## src/rtl/branch_sequencer_if.sv

```systemverilog
// branch_sequencer_if
//   Bundles the request, redirect, trap, retire and performance-counter
//   signals of the branch sequencer.
//   Ports (signals):
//     req_*        : branch request from decode (valid/ready + operands)
//     redirect_*   : fetch redirect (valid/ready + target pc)
//     exception_*  : trap request (valid/ready + cause/tval)
//     done_*       : one-cycle retire pulse with architectural next pc
//     perf_*       : taken / not-taken / trap event counters
//   Modports: slave = the sequencer, master = its surroundings.
interface branch_sequencer_if #(
  parameter int XLEN = 32
);
  logic            req_valid;
  logic            req_ready;
  logic [XLEN-1:0] req_pc;
  logic [2:0]      req_funct3;
  logic [XLEN-1:0] req_immediate;
  logic [XLEN-1:0] req_rs1_value;
  logic [XLEN-1:0] req_rs2_value;
  logic            redirect_valid;
  logic            redirect_ready;
  logic [XLEN-1:0] redirect_pc;
  logic            exception_valid;
  logic            exception_ready;
  logic [3:0]      exception_cause;
  logic [XLEN-1:0] exception_tval;
  logic            done_valid;
  logic [XLEN-1:0] done_next_pc;
  logic [31:0]     perf_taken_count;
  logic [31:0]     perf_not_taken_count;
  logic [31:0]     perf_trap_count;

  modport slave (
    input  req_valid, req_pc, req_funct3, req_immediate, req_rs1_value,
           req_rs2_value, redirect_ready, exception_ready,
    output req_ready, redirect_valid, redirect_pc, exception_valid,
           exception_cause, exception_tval, done_valid, done_next_pc,
           perf_taken_count, perf_not_taken_count, perf_trap_count
  );

  modport master (
    output req_valid, req_pc, req_funct3, req_immediate, req_rs1_value,
           req_rs2_value, redirect_ready, exception_ready,
    input  req_ready, redirect_valid, redirect_pc, exception_valid,
           exception_cause, exception_tval, done_valid, done_next_pc,
           perf_taken_count, perf_not_taken_count, perf_trap_count
  );
endinterface

```

## src/rtl/branch_sequencer.sv

```systemverilog
// branch_sequencer
//   Takes one conditional branch from decode, evaluates it, then retires it
//   as not-taken, redirects fetch to the target, or raises a trap. The
//   misaligned-target trap is raised only for taken branches.
//   Ports:
//     clk   : clock
//     reset : asynchronous, active-high reset
//     bus   : branch_sequencer_if.slave (request, redirect, trap, retire,
//             performance counters)
//   Optional feature macro: BRANCH_SEQUENCER_PERF_COUNTERS_EN
//     defined   -> taken / not-taken / trap counters are live (wrap at 2^32)
//     undefined -> perf_* outputs are tied to zero
//
//   state    | meaning
//   IDLE     | ready for a new branch; retire pulse may be showing
//   EVALUATE | latched branch is being resolved (single cycle)
//   REDIRECT | taken branch waiting for fetch to accept the target
//   TRAP     | illegal or misaligned branch waiting for the trap unit
module branch_sequencer #(
  parameter int XLEN             = 32,
  parameter int MISALIGNED_CAUSE = 0,
  parameter int ILLEGAL_CAUSE    = 2
) (
  input logic              clk,
  input logic              reset,
  branch_sequencer_if.slave bus
);

  typedef enum logic [1:0] {IDLE, EVALUATE, REDIRECT, TRAP} state_t;

  state_t          state_q, state_d;
  logic [XLEN-1:0] pc_q, imm_q, rs1_q, rs2_q;
  logic [2:0]      funct3_q;
  logic [XLEN-1:0] redirect_pc_q, redirect_pc_d;
  logic [3:0]      cause_q, cause_d;
  logic [XLEN-1:0] tval_q, tval_d;
  logic            done_valid_q, done_valid_d;
  logic [XLEN-1:0] done_next_pc_q, done_next_pc_d;
  logic [XLEN-1:0] target, fallthrough;
  logic            taken, illegal, accept;

  assign target      = pc_q + imm_q;
  assign fallthrough = pc_q + XLEN'(4);
  assign illegal     = (funct3_q == 3'b010) || (funct3_q == 3'b011);
  assign accept      = (state_q == IDLE) && bus.req_valid;

  always_comb begin
    taken = 1'b0;
    case (funct3_q)
      3'b000: taken = (rs1_q == rs2_q);
      3'b001: taken = (rs1_q != rs2_q);
      3'b100: taken = ($signed(rs1_q) <  $signed(rs2_q));
      3'b101: taken = ($signed(rs1_q) >= $signed(rs2_q));
      3'b110: taken = (rs1_q <  rs2_q);
      3'b111: taken = (rs1_q >= rs2_q);
      default: taken = 1'b0;
    endcase
  end

  always_ff @(posedge clk or posedge reset) begin
    if (reset) state_q <= IDLE;
    else       state_q <= state_d;
  end

  always_comb begin
    state_d        = state_q;
    redirect_pc_d  = redirect_pc_q;
    cause_d        = cause_q;
    tval_d         = tval_q;
    done_valid_d   = 1'b0;
    done_next_pc_d = done_next_pc_q;
    case (state_q)
      IDLE: begin
        if (accept) state_d = EVALUATE;
      end
      EVALUATE: begin
        // An undefined funct3 traps before the condition is even considered.
        if (illegal) begin
          state_d = TRAP;
          cause_d = 4'(ILLEGAL_CAUSE);
          tval_d  = '0;
        end else if (taken && (target[1:0] != 2'b00)) begin
          state_d = TRAP;
          cause_d = 4'(MISALIGNED_CAUSE);
          tval_d  = target;
        end else if (taken) begin
          state_d       = REDIRECT;
          redirect_pc_d = target;
        end else begin
          state_d        = IDLE;
          done_valid_d   = 1'b1;
          done_next_pc_d = fallthrough;
        end
      end
      REDIRECT: begin
        if (bus.redirect_ready) begin
          state_d        = IDLE;
          done_valid_d   = 1'b1;
          done_next_pc_d = redirect_pc_q;
        end
      end
      TRAP: begin
        if (bus.exception_ready) state_d = IDLE;
      end
      default: state_d = IDLE;
    endcase
  end

  always_ff @(posedge clk or posedge reset) begin
    if (reset) begin
      pc_q           <= '0;
      imm_q          <= '0;
      rs1_q          <= '0;
      rs2_q          <= '0;
      funct3_q       <= '0;
      redirect_pc_q  <= '0;
      cause_q        <= '0;
      tval_q         <= '0;
      done_valid_q   <= 1'b0;
      done_next_pc_q <= '0;
    end else begin
      if (accept) begin
        pc_q     <= bus.req_pc;
        imm_q    <= bus.req_immediate;
        rs1_q    <= bus.req_rs1_value;
        rs2_q    <= bus.req_rs2_value;
        funct3_q <= bus.req_funct3;
      end
      redirect_pc_q  <= redirect_pc_d;
      cause_q        <= cause_d;
      tval_q         <= tval_d;
      done_valid_q   <= done_valid_d;
      done_next_pc_q <= done_next_pc_d;
    end
  end

  assign bus.req_ready       = (state_q == IDLE);
  assign bus.redirect_valid  = (state_q == REDIRECT);
  assign bus.redirect_pc     = redirect_pc_q;
  assign bus.exception_valid = (state_q == TRAP);
  assign bus.exception_cause = cause_q;
  assign bus.exception_tval  = tval_q;
  assign bus.done_valid      = done_valid_q;
  assign bus.done_next_pc    = done_next_pc_q;

`ifdef BRANCH_SEQUENCER_PERF_COUNTERS_EN
  logic [31:0] taken_cnt_q, not_taken_cnt_q, trap_cnt_q;
  logic        redirect_hs, trap_hs, not_taken_retire;

  assign redirect_hs      = (state_q == REDIRECT) && bus.redirect_ready;
  assign trap_hs          = (state_q == TRAP) && bus.exception_ready;
  assign not_taken_retire = (state_q == EVALUATE) && (state_d == IDLE);

  always_ff @(posedge clk or posedge reset) begin
    if (reset) begin
      taken_cnt_q     <= '0;
      not_taken_cnt_q <= '0;
      trap_cnt_q      <= '0;
    end else begin
      if (redirect_hs)      taken_cnt_q     <= taken_cnt_q + 32'd1;
      if (not_taken_retire) not_taken_cnt_q <= not_taken_cnt_q + 32'd1;
      if (trap_hs)          trap_cnt_q      <= trap_cnt_q + 32'd1;
    end
  end

  assign bus.perf_taken_count     = taken_cnt_q;
  assign bus.perf_not_taken_count = not_taken_cnt_q;
  assign bus.perf_trap_count      = trap_cnt_q;
`else
  assign bus.perf_taken_count     = '0;
  assign bus.perf_not_taken_count = '0;
  assign bus.perf_trap_count      = '0;
`endif

endmodule
```

## src/flat_wrapper.sv

```systemverilog
// flat-port wrapper written by rule: the top's interface ports become plain ports
module branch_sequencer_flat 
#(
  parameter int XLEN             = 32,
  parameter int MISALIGNED_CAUSE = 0,
  parameter int ILLEGAL_CAUSE    = 2
)
  (clk, reset, bus_req_valid, bus_req_pc, bus_req_funct3, bus_req_immediate, bus_req_rs1_value, bus_req_rs2_value, bus_redirect_ready, bus_exception_ready, bus_req_ready, bus_redirect_valid, bus_redirect_pc, bus_exception_valid, bus_exception_cause, bus_exception_tval, bus_done_valid, bus_done_next_pc, bus_perf_taken_count, bus_perf_not_taken_count, bus_perf_trap_count);
  branch_sequencer_if #(.XLEN(XLEN)) bus_i ();
  input logic clk;
  input logic reset;
  input wire logic [$bits(bus_i.req_valid)-1:0] bus_req_valid;
  input wire logic [$bits(bus_i.req_pc)-1:0] bus_req_pc;
  input wire logic [$bits(bus_i.req_funct3)-1:0] bus_req_funct3;
  input wire logic [$bits(bus_i.req_immediate)-1:0] bus_req_immediate;
  input wire logic [$bits(bus_i.req_rs1_value)-1:0] bus_req_rs1_value;
  input wire logic [$bits(bus_i.req_rs2_value)-1:0] bus_req_rs2_value;
  input wire logic [$bits(bus_i.redirect_ready)-1:0] bus_redirect_ready;
  input wire logic [$bits(bus_i.exception_ready)-1:0] bus_exception_ready;
  output wire logic [$bits(bus_i.req_ready)-1:0] bus_req_ready;
  output wire logic [$bits(bus_i.redirect_valid)-1:0] bus_redirect_valid;
  output wire logic [$bits(bus_i.redirect_pc)-1:0] bus_redirect_pc;
  output wire logic [$bits(bus_i.exception_valid)-1:0] bus_exception_valid;
  output wire logic [$bits(bus_i.exception_cause)-1:0] bus_exception_cause;
  output wire logic [$bits(bus_i.exception_tval)-1:0] bus_exception_tval;
  output wire logic [$bits(bus_i.done_valid)-1:0] bus_done_valid;
  output wire logic [$bits(bus_i.done_next_pc)-1:0] bus_done_next_pc;
  output wire logic [$bits(bus_i.perf_taken_count)-1:0] bus_perf_taken_count;
  output wire logic [$bits(bus_i.perf_not_taken_count)-1:0] bus_perf_not_taken_count;
  output wire logic [$bits(bus_i.perf_trap_count)-1:0] bus_perf_trap_count;
  assign bus_i.req_valid = bus_req_valid;
  assign bus_i.req_pc = bus_req_pc;
  assign bus_i.req_funct3 = bus_req_funct3;
  assign bus_i.req_immediate = bus_req_immediate;
  assign bus_i.req_rs1_value = bus_req_rs1_value;
  assign bus_i.req_rs2_value = bus_req_rs2_value;
  assign bus_i.redirect_ready = bus_redirect_ready;
  assign bus_i.exception_ready = bus_exception_ready;
  assign bus_req_ready = bus_i.req_ready;
  assign bus_redirect_valid = bus_i.redirect_valid;
  assign bus_redirect_pc = bus_i.redirect_pc;
  assign bus_exception_valid = bus_i.exception_valid;
  assign bus_exception_cause = bus_i.exception_cause;
  assign bus_exception_tval = bus_i.exception_tval;
  assign bus_done_valid = bus_i.done_valid;
  assign bus_done_next_pc = bus_i.done_next_pc;
  assign bus_perf_taken_count = bus_i.perf_taken_count;
  assign bus_perf_not_taken_count = bus_i.perf_not_taken_count;
  assign bus_perf_trap_count = bus_i.perf_trap_count;
  branch_sequencer #(.XLEN(XLEN), .MISALIGNED_CAUSE(MISALIGNED_CAUSE), .ILLEGAL_CAUSE(ILLEGAL_CAUSE)) u_core (.clk(clk), .reset(reset), .bus(bus_i));
endmodule
```

## config.mk

```make
export PLATFORM = sky130hd
export DESIGN_NAME = branch_sequencer_flat
export DESIGN_NICKNAME = d
export VERILOG_FILES = /design/src/rtl/branch_sequencer_if.sv /design/src/rtl/branch_sequencer.sv /design/src/flat_wrapper.sv
export SDC_FILE = /design/constraint.sdc
export NUM_CORES = 1
export LEC_CHECK = 0
export CELL_PAD_IN_SITES_DETAIL_PLACEMENT = 0
export CELL_PAD_IN_SITES_GLOBAL_PLACEMENT = 1
export CORE_MARGIN = 3
export CORE_UTILIZATION = 30
export DETAILED_ROUTE_END_ITERATION = 10
export GPL_TIMING_DRIVEN = 0
export PLACE_DENSITY_LB_ADDON = 0.1
export SETUP_SLACK_MARGIN = 0.1
export SLEW_MARGIN = 30
export SYNTH_ARGS = -nofsm -noshare
export SYNTH_HDL_FRONTEND = slang
export SYNTH_SLANG_ARGS = --single-unit
```

## constraint.sdc

```tcl
create_clock -name clk -period 6.8 [get_ports clk]
set_input_delay 0.68 -clock clk [delete_from_list [all_inputs] [get_ports clk]]
set_output_delay 0.68 -clock clk [all_outputs]
set_load 0.03 [all_outputs]
```

Word level (Yosys, flattened, before mapping)
Cells that the tools add are included.
- output and inout bits: 200
- logic and storage cells: 71
- register bits: 234
- equality and inequality tests: 18
- reductions and logical operators: 12
- bitwise operators: 2
- mux-type cells: 22
- $add $sub $neg: 2
- order comparisons: 4
- operators with widths (operator ; number):
    32-bit two-way mux ; 6
    32-bit greater-or-equal comparator ; 2
    32-bit < comparator ; 2
    32-bit case mux with 2 select lines ; 1
    32-bit by 3-bit adder with 32-bit output (second input constant) ; 1
    32-bit adder ; 1
    32-bit == test ; 1
    32-bit inequality test ; 1
    3-bit == test (second input constant) ; 4
    2-bit two-way mux ; 6
    2-bit inequality test (second input constant) ; 5
    4-bit two-way mux ; 2
    2-bit case mux with 4 select lines ; 1
    3-bit by 2-bit == test with 1-bit output (second input constant) ; 2
    1-bit case mux with 6 select lines ; 1
    2-bit nonzero test ; 3
    5-bit AND reduction ; 1
    2-bit == test (second input constant) ; 2
    1-bit two-way mux ; 4
    4-bit AND reduction ; 1
    3-bit by 1-bit == test with 1-bit output (second input constant) ; 1
    3-bit zero test ; 1
    3-bit AND reduction ; 1
    2-bit by 1-bit == test with 1-bit output (second input constant) ; 1
    other kinds (7) ; 9

Logic depth before layout (Yosys ltp)
- depth in word-level cells: 6
- gate-level depth with buffers: 13
- depth with buffers taken out: 12

Least setup slack after synthesis
No wires, ideal clock.
- path type: register -> register
- start point: register u_core.rs2_q[1]
- end point: register u_core.done_next_pc_q[0], in the netlist u_core.bus.done_next_pc[0]
- period minus slack after synthesis: 2994 ps
- stages on the path, launching flop included: 14
- data arrival time: 2869 ps
- library setup time: 125 ps
- path slack: 3806 ps
- required time: 6675 ps
- cells stage by stage: dfrtp_1 -> inv_1 -> ha_1 -> nor2b_1 -> o211ai_1 -> a2111oi_0 -> o311a_1 -> or4_1 -> and3_1 -> buf_6 -> a21oi_4 -> o21bai_4 -> buf_6 -> mux2_4
- longest elaborated chain between the ends: 5
- elaborated cells on any way between the ends: 11
- those cells by class: 4 x order compare; 4 x eq/ne; 1 x mux; 2 x reduce/logical
- ends and longest elaborated chain (what ; RTL line ; RTL):
    start, declared ; branch_sequencer.sv:32 ; logic [XLEN-1:0] pc_q, imm_q, rs1_q, rs2_q;
    start signal, assigned ; branch_sequencer.sv:126 ; rs2_q <= bus.req_rs2_value;
    32-bit greater-or-equal comparator (tied with other cells) ; branch_sequencer.sv:55 ; 3'b111: taken = (rs1_q >= rs2_q);
    1-bit case mux with 6 select lines * ; branch_sequencer.sv:49 ; case (funct3_q)
    1-bit logical AND ; branch_sequencer.sv:82 ; end else if (taken && (target[1:0] != 2'b00)) begin
    2-bit inequality test (no source line) ; n/a ;
    5-bit AND reduction (no source line) * ; n/a ;
    end signal, assigned ; branch_sequencer.sv:133 ; done_next_pc_q <= done_next_pc_d;
    end, declared ; branch_sequencer.sv:38 ; logic [XLEN-1:0] done_next_pc_q, done_next_pc_d;
Every way passes the cells marked *; elsewhere a longest branch is shown, timed or not.
A chain may end at the register's enable or synchronous reset.

Final worst setup path
- start point: register u_core.pc_q[11]
- end point: register u_core.redirect_pc_q[31], in the netlist u_core.bus.redirect_pc[31]
- longest elaborated chain between the ends: 1
- ends and longest elaborated chain (what ; RTL line ; RTL):
    start, declared ; branch_sequencer.sv:32 ;
    start signal, assigned ; branch_sequencer.sv:123 ; pc_q <= bus.req_pc;
    32-bit adder ; branch_sequencer.sv:42 ; assign target = pc_q + imm_q;
    end signal, assigned ; branch_sequencer.sv:129 ; redirect_pc_q <= redirect_pc_d;
    end, declared ; branch_sequencer.sv:34 ; logic [XLEN-1:0] redirect_pc_q, redirect_pc_d;
No other way between the ends.

==> results.json <==
{
  "outcome": "finished, final reports clean",
  "syn_area_per_cell_um2": 10.8,
  "synthesis.area_mm2": 0.0131,
  "vdd_drop_max_v": 0.000266,
  "drt-initial-drc-count": 440,
  "clkLatencyLatePin_ns": 0.58,
  "hold_path.class": "flip-flop to flip-flop",
  "min_period_over_period_pct": 55.7,
  "final-hold-violation-count": 0,
  "fp.dieH_um": 215,
  "clockBufferDepth": 3,
  "synthArstFlopShare_pct": 100,
  "drv_slew": 0,
  "h-tree-depth": 1,
  "grt_util_all_layers_pct": 17.6,
  "clk_pin_slew_ns": 0.06,
  "synth_ff_type": "dfrtp_1",
  "vias_per_cell": 4.62,
  "drv_cap": 0,
  "use_met2_pct": 28.6,
  "synth_seq_cells": 231,
  "cts_tree": "built",
  "cts_hold_buf": 0,
  "rsz0062_at_grt": "no",
  "relSlewSlack_pct": 44.2,
  "layout.nets": 1797,
  "p_leak_nw": 8.04,
  "antenna_found_initial": 1,
  "critical_path_class": "flip-flop to flip-flop",
  "power_mw": 9.78,
  "die_width_um": 215,
  "cp-end-kind": "flip-flop",
  "grt_pass1_wl_um": 63300,
  "tightest_slew_ns": 0.816,
  "grt_max_degree": 29,
  "clock-sinks": 231,
  "coreArea_mm2": 0.0425,
  "synth_cell_type_count": 64,
  "setup_ws_ns": 3.01,
  "worstPathArrival_ns": 4.22,
  "overflow": 0,
  "start_util_pct": 30.8,
  "synth-edff-count": 0,
  "wl_per_cell_um": 18.9,
  "ioPinCount": 336,
  "pre_cts_slack_ns": 3.03,
  "synthCells": 1217,
  "antenna_cells": 0,
  "mostFrequentLayoutCells": "clkdlybuf4s50_1 (235), dfrtp_1 (231), mux2_2 (160), buf_4 (101), conb_1 (99)",
  "grt_use_met1_pct": 24.2,
  "tns_ns": 0,
  "drtAntennaViolNets": 0,
  "drive_gt1_share_pct": 22.4,
  "fmax_mhz": 264,
  "critPathLaunchType": "flip-flop",
  "grt.busiest_layer": "met2",
  "dr.pass1.iters": 7,
  "die-area_mm2": 0.0462,
  "syn_to_final_growth_pct": 35.6,
  "port_buffers": 235,
  "cts_setup_buffers": 0,
  "route.detailed.drc": 0,
  "skew_ns": 0.0394,
  "numCtsBuffers": 29,
  "ys_seq_area_share_pct": 44.1,
  "clockRootBuffer": "clkbuf_16",
  "dp_hpwl_um": 32500,
  "cp_max_fo": 9,
  "rows": 75,
  "ctsResizeCount": 0,
  "whs_ns": 0.474,
  "period_needed_ns": 3.79,
  "drt-total-wl_um": 41400,
  "gp_congestion": 0.785,
  "vias": 10100,
  "ys_warn_count": 0,
  "final_common_cell": "clkdlybuf4s50_1",
  "grt_pass1_vias": 10200,
  "globalRouteMet3Util_pct": 3.46,
  "cp.required_ns": 7.23,
  "setup_viol": 0,
  "power_density_mw_per_mm2": 550
}
-- worst max-delay path, cell delays in order (launching register included) --
cell      delay [ns]
dfrtp_1         0.43
ha_1            0.29
buf_2           0.20
and3_1          0.24
and3_1          0.28
nand3_1         0.21
o211a_1         0.32
o31ai_2         0.50
nand4b_1        0.20
a311oi_1        0.51
xnor2_1         0.18
mux2_2          0.28
-- cells in the mapped netlist (13+ instances only) --
cell type	n	area, um^2
dfrtp_1	231	5780
mux2_2	160	1800
buf_4	101	758
nand2_1	92	345
nand3_1	80	400
ha_1	69	863
o21ai_0	65	325
inv_1	55	206
a21oi_1	48	240
xnor2_1	32	280
clkbuf_1	31	116
nor2_1	26	97.6
xor2_1	24	210
mux2_4	20	300
and3_1	16	100
nand4_1	13	81.3
nor3_1	13	65.1
-- cell type report --
class,instances,area (um^2)
Buffer,147,962
Clock buffer,45,876
Tap cell,577,722
Inverter,55,210
Timing Repair Buffer,245,2580
Fill cell,4175,24700
Multi-Input combinational cell,882,6520
Clock inverter,6,109
Sequential cell,231,5780
-- power by group --
| part | total (mW) | internal (mW) | leakage (nW) | switching [mW] |
|---|---|---|---|---|
| clock network | 1.60 | 0.988 | 0.485 | 0.610 |
| logic | 5.58 | 2.47 | 4.75 | 3.11 |
| registers | 2.60 | 2.05 | 2.80 | 0.550 |
-- per-stage QoR --
step,std cells,util [%],cell area [um^2]
2_1_floorplan,1315,-,13500
3_3_place_gp,2127,38.9,16500
3_5_place_dp,2137,39.5,16800
4_1_cts,2188,41.8,17800
5_1_grt,2188,41.8,17800
6_report,2188,41.8,17800
-- registers in the layout, indices dropped and copies added, names as in the netlist, 2 cells and up --
name,count
u_core.rs2_q,32
u_core.bus.redirect_pc,32
u_core.state_q,2
u_core.bus.done_next_pc,32
u_core.pc_q,32
u_core.funct3_q,3
u_core.rs1_q,32
u_core.bus.exception_tval,32
u_core.imm_q,32
-- cell families after synthesis --
family | Yosys count | synth area share, %
adder cells (fa/ha/maj) | 70 | 6.74
XOR/XNOR | 56 | 3.74
AND/OR/NAND/NOR | 292 | 11.3
multiplexers | 184 | 16.4
other | 1 | 0.0286
flip-flops | 231 | 44.1
buffers and inverters | 202 | 8.91
AO/OA/AOI/OAI | 181 | 8.82
-- metal layers --
layer / share of wire (%) / routed length, um
met3: 5.6 / 2300
met2: 47 / 19400
met4: 2.0 / 837
met5: 0 / 0
met1: 46 / 18900
-- final timing paths --
kind / cells after the start / end / slack [ns] / startpoint
worst max-delay path: 11 / u_core.bus.redirect_pc[31]$_DFFE_PP0P_ / 3.01 / u_core.pc_q[11]$_DFFE_PP0P_
worst min-delay path: 2 / u_core.bus.exception_cause[1]$_DFFE_PP0P_ / 0.47 / u_core.bus.exception_cause[1]$_DFFE_PP0P_
worst max register to register: 11 / u_core.bus.redirect_pc[31]$_DFFE_PP0P_ / 3.01 / u_core.pc_q[11]$_DFFE_PP0P_
worst min register to register: 2 / u_core.bus.exception_cause[1]$_DFFE_PP0P_ / 0.47 / u_core.bus.exception_cause[1]$_DFFE_PP0P_
max in group asynchronous: 5 / u_core.bus.done_next_pc[17]$_DFFE_PP0P_ / 5.46 / reset
min in group asynchronous: 2 / u_core.rs2_q[1]$_DFFE_PP0P_ / 0.49 / reset
No activity file was read; power rests on OpenSTA's default activity.
